<file path="config.mk">
export PLATFORM = sky130hd
export DESIGN_NAME = axi_write_master
export DESIGN_NICKNAME = d
export VERILOG_FILES = /design/src/rtl/axi_write_master.sv
export SDC_FILE = /design/constraint.sdc
export NUM_CORES = 1
export LEC_CHECK = 0
export ABC_AREA = 1
export BUFFER_PORTS_ARGS = -buffer_cell sky130_fd_sc_hd__buf_2
export CAP_MARGIN = 20
export CORE_MARGIN = 2
export CORE_UTILIZATION = 37
export DETAILED_ROUTE_END_ITERATION = 6
export GPL_ROUTABILITY_DRIVEN = 0
export PLACE_DENSITY = 0.77
export REMOVE_ABC_BUFFERS = 1
export SYNTH_ARGS = -nofsm -noshare
export SYNTH_HDL_FRONTEND = slang
export SYNTH_SLANG_ARGS = --single-unit
</file>
<file path="constraint.sdc">
create_clock -name ACLK -period 1.5 [get_ports ACLK]
set_clock_uncertainty 0.15 [all_clocks]
set_input_delay 0.3 -clock ACLK [delete_from_list [all_inputs] [get_ports ACLK]]
set_output_delay 0.3 -clock ACLK [all_outputs]
set_load 0.005 [all_outputs]
</file>
<file path="src/rtl/axi_write_master.sv">
// AXI3 write initiator: latches one burst command, issues AW, streams W beats, then collects B.
// Define WMASTER_BTIMEOUT_EN to abandon the response wait after BTIMEOUT cycles (DECERR).
module axi_write_master #(
    parameter int buswidth = 32,
    parameter int BTIMEOUT = 256
) (
    input  logic                  ACLK,
    input  logic                  ARESETn,
    input  logic                  cmd_valid,
    output logic                  cmd_ready,
    input  logic [31:0]           cmd_addr,
    input  logic [3:0]            cmd_len,
    input  logic [1:0]            cmd_burst,
    input  logic [3:0]            cmd_id,
    input  logic [buswidth-1:0]   wr_data,
    input  logic                  wr_valid,
    output logic                  wr_ready,
    output logic                  done,
    output logic [1:0]            done_resp,
    output logic [3:0]            AWID,
    output logic [31:0]           AWADDR,
    output logic [3:0]            AWLEN,
    output logic [2:0]            AWSIZE,
    output logic [1:0]            AWBURST,
    output logic [1:0]            AWLOCK,
    output logic [3:0]            AWCACHE,
    output logic [2:0]            AWPROT,
    output logic                  AWVALID,
    input  logic                  AWREADY,
    output logic [3:0]            WID,
    output logic [buswidth-1:0]   WDATA,
    output logic [buswidth/8-1:0] WSTRB,
    output logic                  WLAST,
    output logic                  WVALID,
    input  logic                  WREADY,
    input  logic [3:0]            BID,
    input  logic [1:0]            BRESP,
    input  logic                  BVALID,
    output logic                  BREADY
);

    typedef enum logic [1:0] {IDLE, ADDR, DATA, RESP} state_t;

    state_t      state, state_next;
    logic [3:0]  id_q;
    logic [31:0] addr_q;
    logic [3:0]  len_q;
    logic [1:0]  burst_q;
    logic [3:0]  beat, beat_next;
    logic        done_next;
    logic [1:0]  resp_next;
    logic        timed_out;

    // Handshake-facing outputs decode straight from state so an async reset drops them at once.
    assign cmd_ready = (state == IDLE);
    assign AWVALID   = (state == ADDR);
    assign WVALID    = (state == DATA) && wr_valid;
    assign wr_ready  = (state == DATA) && WREADY;
    assign WLAST     = (state == DATA) && (beat == len_q);
    assign BREADY    = (state == RESP);
    assign WDATA     = wr_data;
    assign WSTRB     = '1;
    assign WID       = id_q;
    assign AWID      = id_q;
    assign AWADDR    = addr_q;
    assign AWLEN     = len_q;
    assign AWBURST   = burst_q;
    assign AWSIZE    = 3'($clog2(buswidth / 8));
    assign AWLOCK    = '0;
    assign AWCACHE   = '0;
    assign AWPROT    = '0;

`ifdef WMASTER_BTIMEOUT_EN
    localparam int TW = $clog2(BTIMEOUT + 1);
    logic [TW-1:0] wait_cnt;

    // wait_cnt equals the number of RESP cycles already spent without BVALID.
    always_ff @(posedge ACLK or negedge ARESETn) begin
        if (!ARESETn) begin
            wait_cnt <= '0;
        end else if (state == RESP && state_next == RESP) begin
            wait_cnt <= wait_cnt + 1'b1;
        end else begin
            wait_cnt <= '0;
        end
    end

    assign timed_out = (wait_cnt == TW'(BTIMEOUT - 1));
`else
    logic unused_btimeout;
    assign unused_btimeout = ^32'(BTIMEOUT);
    assign timed_out = 1'b0;
`endif

    always_comb begin
        state_next = state;
        beat_next  = beat;
        done_next  = 1'b0;
        resp_next  = done_resp;
        unique case (state)
            IDLE: if (cmd_valid) state_next = ADDR;
            ADDR: if (AWREADY) state_next = DATA;
            DATA: begin
                if (wr_valid && WREADY) begin
                    if (beat == len_q) begin
                        beat_next  = '0;
                        state_next = RESP;
                    end else begin
                        beat_next = beat + 4'd1;
                    end
                end
            end
            RESP: begin
                if (BVALID) begin
                    state_next = IDLE;
                    done_next  = 1'b1;
                    resp_next  = (BID != id_q) ? 2'b10 : BRESP;
                end else if (timed_out) begin
                    state_next = IDLE;
                    done_next  = 1'b1;
                    resp_next  = 2'b11;
                end
            end
        endcase
    end

    always_ff @(posedge ACLK or negedge ARESETn) begin
        if (!ARESETn) begin
            state     <= IDLE;
            beat      <= '0;
            done      <= 1'b0;
            done_resp <= '0;
            id_q      <= '0;
            addr_q    <= '0;
            len_q     <= '0;
            burst_q   <= '0;
        end else begin
            state     <= state_next;
            beat      <= beat_next;
            done      <= done_next;
            done_resp <= resp_next;
            if (state == IDLE && cmd_valid) begin
                id_q    <= cmd_id;
                addr_q  <= cmd_addr;
                len_q   <= cmd_len;
                burst_q <= cmd_burst;
            end
        end
    end

endmodule

</file>
==> results.toml, run 1 <==
[die]
floorplan.die.width_um = 88.1
number_of_ports_placed_on_the_die_boundary = 190
die-area_sq_um = 7770
placementRows = 30
dieHeight_um = 88.1
core_area_sq_um = 6830
floorplan.initialDensity_pct = 38.3

[clocking]
sink_count = 51
ctsLongestPathBuffers = 2
h-tree-depth = 2
clockRootBuffer = "sky130_fd_sc_hd__clkbuf_8"
clk_latency_ns = 0.30
clk_pin_slew_worst_paths_ns = 0.09
tritoncts = "yes"
numCtsBuffers = 5

[placement]
placed_cell_area_sq_um = 3040
dp_hpwl_um = 5360
placed_cells_incl_taps = 412
post-place-ws_ns = -0.0731
io_buffer_count = 109

[yosys]
syn_warnings = 0
synthesis.instances = 235
ys.flop_type = "sky130_fd_sc_hd__dfrtp_1"
synthDistinctLibCells = 24
count_of_flip_flops_with_a_built_in_enable_after_synthesis = 0
async_reset_ff_share_pct = 100
synth-seq-cells = 51
yosysSeqAreaShare_pct = 48.7
synthesis.area_per_instance_sq_um = 11.1
syn_area_sq_um = 2620

[finish]
multiInputGateArea_sq_um = 1120
post_route_design_area_sq_um = 3650
regArea_sq_um = 1280
final_layout_size_suffix_gt1_share_pct = 64.7
fin_cells = 442
number_of_diodes_added_for_antenna_fixing = 0
area.growth.synth_to_final_pct = 39.4
fill_cells = 624
final_core_util_pct = 53.4
nNetsFinal = 438

[hold_path]
worstHoldPathType = "in -> reg"
number_of_stages_on_the_worst_hold_path = 2
timing.hold.worst_endpoint = "AWADDR[30]"
hold_path.startpoint = "cmd_addr[30]"

[critical_path]
critical_path.max_fanout = 3
timing.critical_path.to_type = "output pin"
timing.critical_path.slowest_cell_delay_ns = 0.39
critical_path_arrival_ns = 1.31
crit_path_start_kind = "flop"
cp_slowest_cell = "sky130_fd_sc_hd__dfrtp_1"
cp_data_required_time_ns = 1.05
crit_path_frequent_cell = "sky130_fd_sc_hd__buf_4"
timing.critical_path.max_delay_family = "buffers and inverters"
reg2reg_from = "state[0]"
rr_worst_depth = 7
reg_to_reg_end = "AWADDR[9]"
r2r_slack_ns = -0.21
critical_path.cell_chain = "inv_2, buf_4, ha_4, buf_4, buf_2"
worstSetupPathType = "reg -> out"
cp_num_buf_inv = 4

[timing]
finalWorstSetupSlack_ns = -0.258
finalMaxSlewViolations = 0
min_period_ns = 1.76
post-route-period-util_pct = 117
setup_failing_eps_final = 50
finalHoldViolations = 0
unrepaired_setup_endpoints_after_global_routing = "true"
achievable-frequency_mhz = 569

[global_route]
number_of_global_route_vias_before_repair = 1910
grt_start_max_net_pins = 52
global_route.overflow_total = 0
grt_first_pass_wirelength_um = 10100
grt_util_overall_pct = 18.1
grt_antenna_before_repair = 0

[pwr]
cellPowerDensity_nw_per_um2 = 2050
standby_leakage_power_nw = 1.96
worst_ir_drop_vdd_v = 0.000830

[drt]
ant_nets = 0
drcViolationCount = 0
vias_per_inst = 4.45
routed_wirelength_um = 7460
drt-pass1-iter-count = 4
drt_iter0_markers = 63
dr_total_vias = 1967
wl_per_cell_um = 16.9

[run]
max_cap_violations = 0

[outcome]
status = "complete, but fails checks"
failed_checks = "negative setup slack"
[worst max-delay path by stage]
stage                     slack, ns          to  startpoint  depth (start not counted)
after floorplan               -0.19   AWADDR[0]    state[0]                          4
after global placement        -0.02  AWADDR[13]    state[0]                          5
after detailed placement      -0.07   AWADDR[1]    state[0]                          5
after CTS                     -0.22       WLAST    AWLEN[1]                          7
after global routing          -0.31       WLAST    state[0]                          6
final                         -0.26   cmd_ready    state[0]                          5
[cells by family after synthesis]
kind of cell / synth area share (%)
mux: 16.3
buf+inv: 19.2
xor+xnor: 2.01
simple gates: 8.36
fa+ha+maj: 2.87
other cells: 0.287
flops: 48.7
compound gates: 2.20
[flip-flops by register name, summed over array words and instances (netlist names)]
register / flops
beat: 4
AWADDR: 32
state: 2
AWLEN: 4
AWBURST: 2
AWID: 4
done_resp: 2
done: 1
[synth_stat cells, types with 3 or more instances]
library cell / count / share of area (%)
sky130_fd_sc_hd__xnor2_1: 4 / 1.3
sky130_fd_sc_hd__buf_4: 52 / 15
sky130_fd_sc_hd__o21ai_0: 5 / 0.96
sky130_fd_sc_hd__a21oi_1: 4 / 0.76
sky130_fd_sc_hd__mux2_2: 35 / 15
sky130_fd_sc_hd__nand4_1: 3 / 0.72
sky130_fd_sc_hd__mux2_1: 3 / 1.3
sky130_fd_sc_hd__nor2_1: 9 / 1.3
sky130_fd_sc_hd__dfrtp_1: 51 / 49
sky130_fd_sc_hd__ha_1: 6 / 2.9
sky130_fd_sc_hd__inv_1: 17 / 2.4
sky130_fd_sc_hd__buf_6: 4 / 1.7
sky130_fd_sc_hd__nand3_1: 4 / 0.76
sky130_fd_sc_hd__nand2_1: 23 / 3.3
[worst register-to-register path, cell delays in order, from the launching register on]
cell and delay, ns:
sky130_fd_sc_hd__dfrtp_1 0.41, sky130_fd_sc_hd__inv_2 0.07, sky130_fd_sc_hd__buf_4 0.11, sky130_fd_sc_hd__ha_4 0.17, sky130_fd_sc_hd__nand2_8 0.09, sky130_fd_sc_hd__buf_6 0.15
sky130_fd_sc_hd__clkbuf_16 0.15, sky130_fd_sc_hd__mux2_4 0.29
[metal layers]
layer,wire length (um),part of all wire [%],vias up,GRT usage [%]
met3,1170,16,9,15.2
li1,-,-,905,-
met5,60,0.80,-,7.14
met1,3010,40,926,20.8
met2,3150,42,125,25.6
met4,70,0.94,2,3.72
[area by class of cell]
cell class | count | area share, %
sequential | 51 | 35.0
inverter | 18 | 1.85
tap | 96 | 3.29
timing repair buffer | 145 | 26.4
clock buffer | 8 | 2.74
multi-input combinational | 124 | 30.7
[placed cells by master (no fill, tap or decap), types with 2 or more instances in the layout]
master / count
sky130_fd_sc_hd__nor2_2: 6
sky130_fd_sc_hd__o22ai_1: 2
sky130_fd_sc_hd__ha_4: 4
sky130_fd_sc_hd__nor2_4: 2
sky130_fd_sc_hd__buf_4: 20
sky130_fd_sc_hd__nand2_2: 7
sky130_fd_sc_hd__buf_12: 5
sky130_fd_sc_hd__nor2_1: 2
sky130_fd_sc_hd__nand2_1: 18
sky130_fd_sc_hd__xnor2_1: 4
sky130_fd_sc_hd__buf_2: 107
sky130_fd_sc_hd__or2_2: 2
sky130_fd_sc_hd__mux2_4: 33
sky130_fd_sc_hd__xor2_1: 2
sky130_fd_sc_hd__clkbuf_8: 7
sky130_fd_sc_hd__a21oi_2: 2
sky130_fd_sc_hd__ha_1: 2
sky130_fd_sc_hd__dfrtp_1: 51
sky130_fd_sc_hd__inv_2: 10
sky130_fd_sc_hd__buf_6: 9
sky130_fd_sc_hd__o21ai_0: 4
sky130_fd_sc_hd__conb_1: 16
sky130_fd_sc_hd__a21oi_1: 2
sky130_fd_sc_hd__nand3_1: 4
sky130_fd_sc_hd__mux2_2: 5
sky130_fd_sc_hd__inv_1: 8
sky130_fd_sc_hd__nand4_1: 3
[power by group]
part | leakage (nW) | switching, mW | internal [mW]
clock network | 0.0515 | 0.458 | 0.422
registers | 0.601 | 0.452 | 2.06
logic | 1.31 | 1.61 | 2.48
[metrics by stage]
| step | TNS [ns] | hold slack, ns | total power, mW |
|---|---|---|---|
| 2_1_floorplan | -7.34 | -0.146 | 3.92 |
| 3_3_place_gp | -0.487 | 0.161 | 5.18 |
| 3_5_place_dp | -2.17 | 0.161 | 5.31 |
| 4_1_cts | -3.01 | 0.0557 | 6.68 |
| 5_1_grt | -8.22 | 0.0589 | 7.99 |
| 6_report | -6.04 | 0.0726 | 7.49 |
[what timing repair did]
action                                  in CTS  in global routing
hold endpoints to repair                    51                  0
cloned                                       2                  1
hold buffers                                 1                  0
pin swaps                                    7                 11
endpoints found under the setup margin      49                 55
setup buffers                               16                  6
resized for setup                           17                 64
(Power assumes the default switching activity.)
==> run 2, diff against run 1 <==
Settings changed: CORE_ASPECT_RATIO set to 0.9.
==> results.toml, run 2 (synthesis gave the netlist of run 1 again) <==
[critical_path]
critical_path.max_fanout = 5
cp_data_required_time_ns = 1.05
timing.critical_path.to_type = "output pin"
crit_path_start_kind = "flop"
reg2reg_from = "state[0]"
r2r_slack_ns = -0.19
rr_worst_depth = 7
reg_to_reg_end = "AWADDR[11]"
critical_path_arrival_ns = 1.28
worstSetupPathType = "reg -> out"

[clocking]
sink_count = 51
numCtsBuffers = 5
clockRootBuffer = "sky130_fd_sc_hd__clkbuf_8"
ctsLongestPathBuffers = 2
clk_latency_ns = 0.29
h-tree-depth = 2
tritoncts = "yes"
clk_pin_slew_worst_paths_ns = 0.10

[hold_path]
timing.hold.worst_endpoint = "AWADDR[1]"
worstHoldPathType = "in -> reg"
number_of_stages_on_the_worst_hold_path = 2
hold_path.startpoint = "cmd_addr[1]"

[die]
floorplan.die.width_um = 92.7
number_of_ports_placed_on_the_die_boundary = 190
dieHeight_um = 83.8
die-area_sq_um = 7770
floorplan.initialDensity_pct = 37.6
core_area_sq_um = 6970
placementRows = 29

[timing]
final.setup.tns_ns = -8.19
setup_failing_eps_final = 50
unrepaired_setup_endpoints_after_global_routing = "true"
final.hold.worst_slack_ns = 0.0742
finalHoldViolations = 0
min_period_ns = 1.73
achievable-frequency_mhz = 579
finalMaxSlewViolations = 0
finalWorstSetupSlack_ns = -0.226
post-route-period-util_pct = 115

[global_route]
grt_first_pass_wirelength_um = 10700
grt_start_max_net_pins = 52
grt_antenna_before_repair = 0
number_of_global_route_vias_before_repair = 1957
grt_util_overall_pct = 18.4
global_route.overflow_total = 0

[pwr]
cellPowerDensity_nw_per_um2 = 2090
worst_ir_drop_vdd_v = 0.000968
clock_power_share_pct = 14.4
internal_portion_of_total_power_mw = 5.22
standby_leakage_power_nw = 1.98
power_frac_seq_pct = 32.5
switching_share_pct = 32.4
p_comb_share_pct = 53.1
switching_power_mw = 2.50

[finish]
final_core_util_pct = 52.9
nNetsFinal = 431
area.growth.synth_to_final_pct = 40.8
final_layout_size_suffix_gt1_share_pct = 62.5
number_of_flip_flops_in_the_largest_register = 32
post_route_design_area_sq_um = 3690
number_of_diodes_added_for_antenna_fixing = 0
leading_cell_type_in_the_layout_fill_and_taps_excluded = "sky130_fd_sc_hd__buf_2"
final_cell_mix = "sky130_fd_sc_hd__buf_2, sky130_fd_sc_hd__dfrtp_1, sky130_fd_sc_hd__mux2_4"

[drt]
drt-pass1-iter-count = 4
dr_total_vias = 1963
wl_per_cell_um = 16.4
drt_iter0_markers = 43
ant_nets = 0
routed_wirelength_um = 7090
vias_per_inst = 4.54
drcViolationCount = 0

[outcome]
status = "complete, but fails checks"
failed_checks = "negative setup slack"

[placement]
io_buffer_count = 109
dp_hpwl_um = 4960
placed_cell_area_sq_um = 3010
post-place-ws_ns = -0.0816

[run]
max_cap_violations = 0
==> run 2: timing repair <==
item	in CTS	in global routing
setup endpoints to repair	53	55
pin swaps	5	11
endpoints found under the hold margin	51	0
hold buffers	1	0
setup buffers	11	7
cloned	4	0
gates resized for setup	60	41
==> run 2: layer usage <==
layer / global-route usage [%] / up-vias / routed length, um
li1: - / 892 / -
met1: 24.1 / 941 / 3070
met2: 24.2 / 120 / 2880
met3: 13.0 / 8 / 1050
met4: 3.61 / 2 / 37
met5: 6.94 / - / 54
==> run 2: final cells by class <==
class | instances | area, sq um
fillers | 625 | 3280
multi-input cells | 124 | 1180
well taps | 93 | 116
clock inverters | 2 | 60.1
flip-flops and latches | 51 | 1280
repair buffers | 138 | 913
inverters | 18 | 70.1
clock buffers | 6 | 72.6
==> run 2: power groups by stage <==
stage,clock network (mW),logic (mW),registers [mW]
after floorplan,0,1.38,2.53
after global placement,0,2.65,2.47
after detailed placement,0,2.74,2.48
after CTS,1.14,3.86,2.49
after global routing,1.20,4.45,2.60
final,1.11,4.10,2.51
==> run 2: how the worst max path moves through the flow <==
stage               startpoint         end  slack (ns)  cells past startpoint
floorplan             state[0]   AWADDR[0]       -0.19                      4
global placement      state[0]  AWADDR[31]       -0.03                      5
detailed placement    state[1]  AWADDR[11]       -0.08                      5
CTS                    beat[1]       WLAST       -0.21                      7
global route           beat[1]       WLAST       -0.36                      7
finish                state[0]       WLAST       -0.23                      6
==> run 2: critical path: stages, from the launching register on <==
cell and delay, ns:
sky130_fd_sc_hd__dfrtp_1 0.41, sky130_fd_sc_hd__inv_2 0.08, sky130_fd_sc_hd__buf_6 0.11, sky130_fd_sc_hd__ha_4 0.15, sky130_fd_sc_hd__inv_1 0.05, sky130_fd_sc_hd__nor2_1 0.08, sky130_fd_sc_hd__buf_2 0.11
==> run 2: per-stage QoR <==
step / instances / power, mW
4_1_cts: 431 / 7.49
6_report: 432 / 7.71
3_5_place_dp: 407 / 5.23
5_1_grt: 432 / 8.25
3_3_place_gp: 407 / 5.12
2_1_floorplan: 193 / 3.92
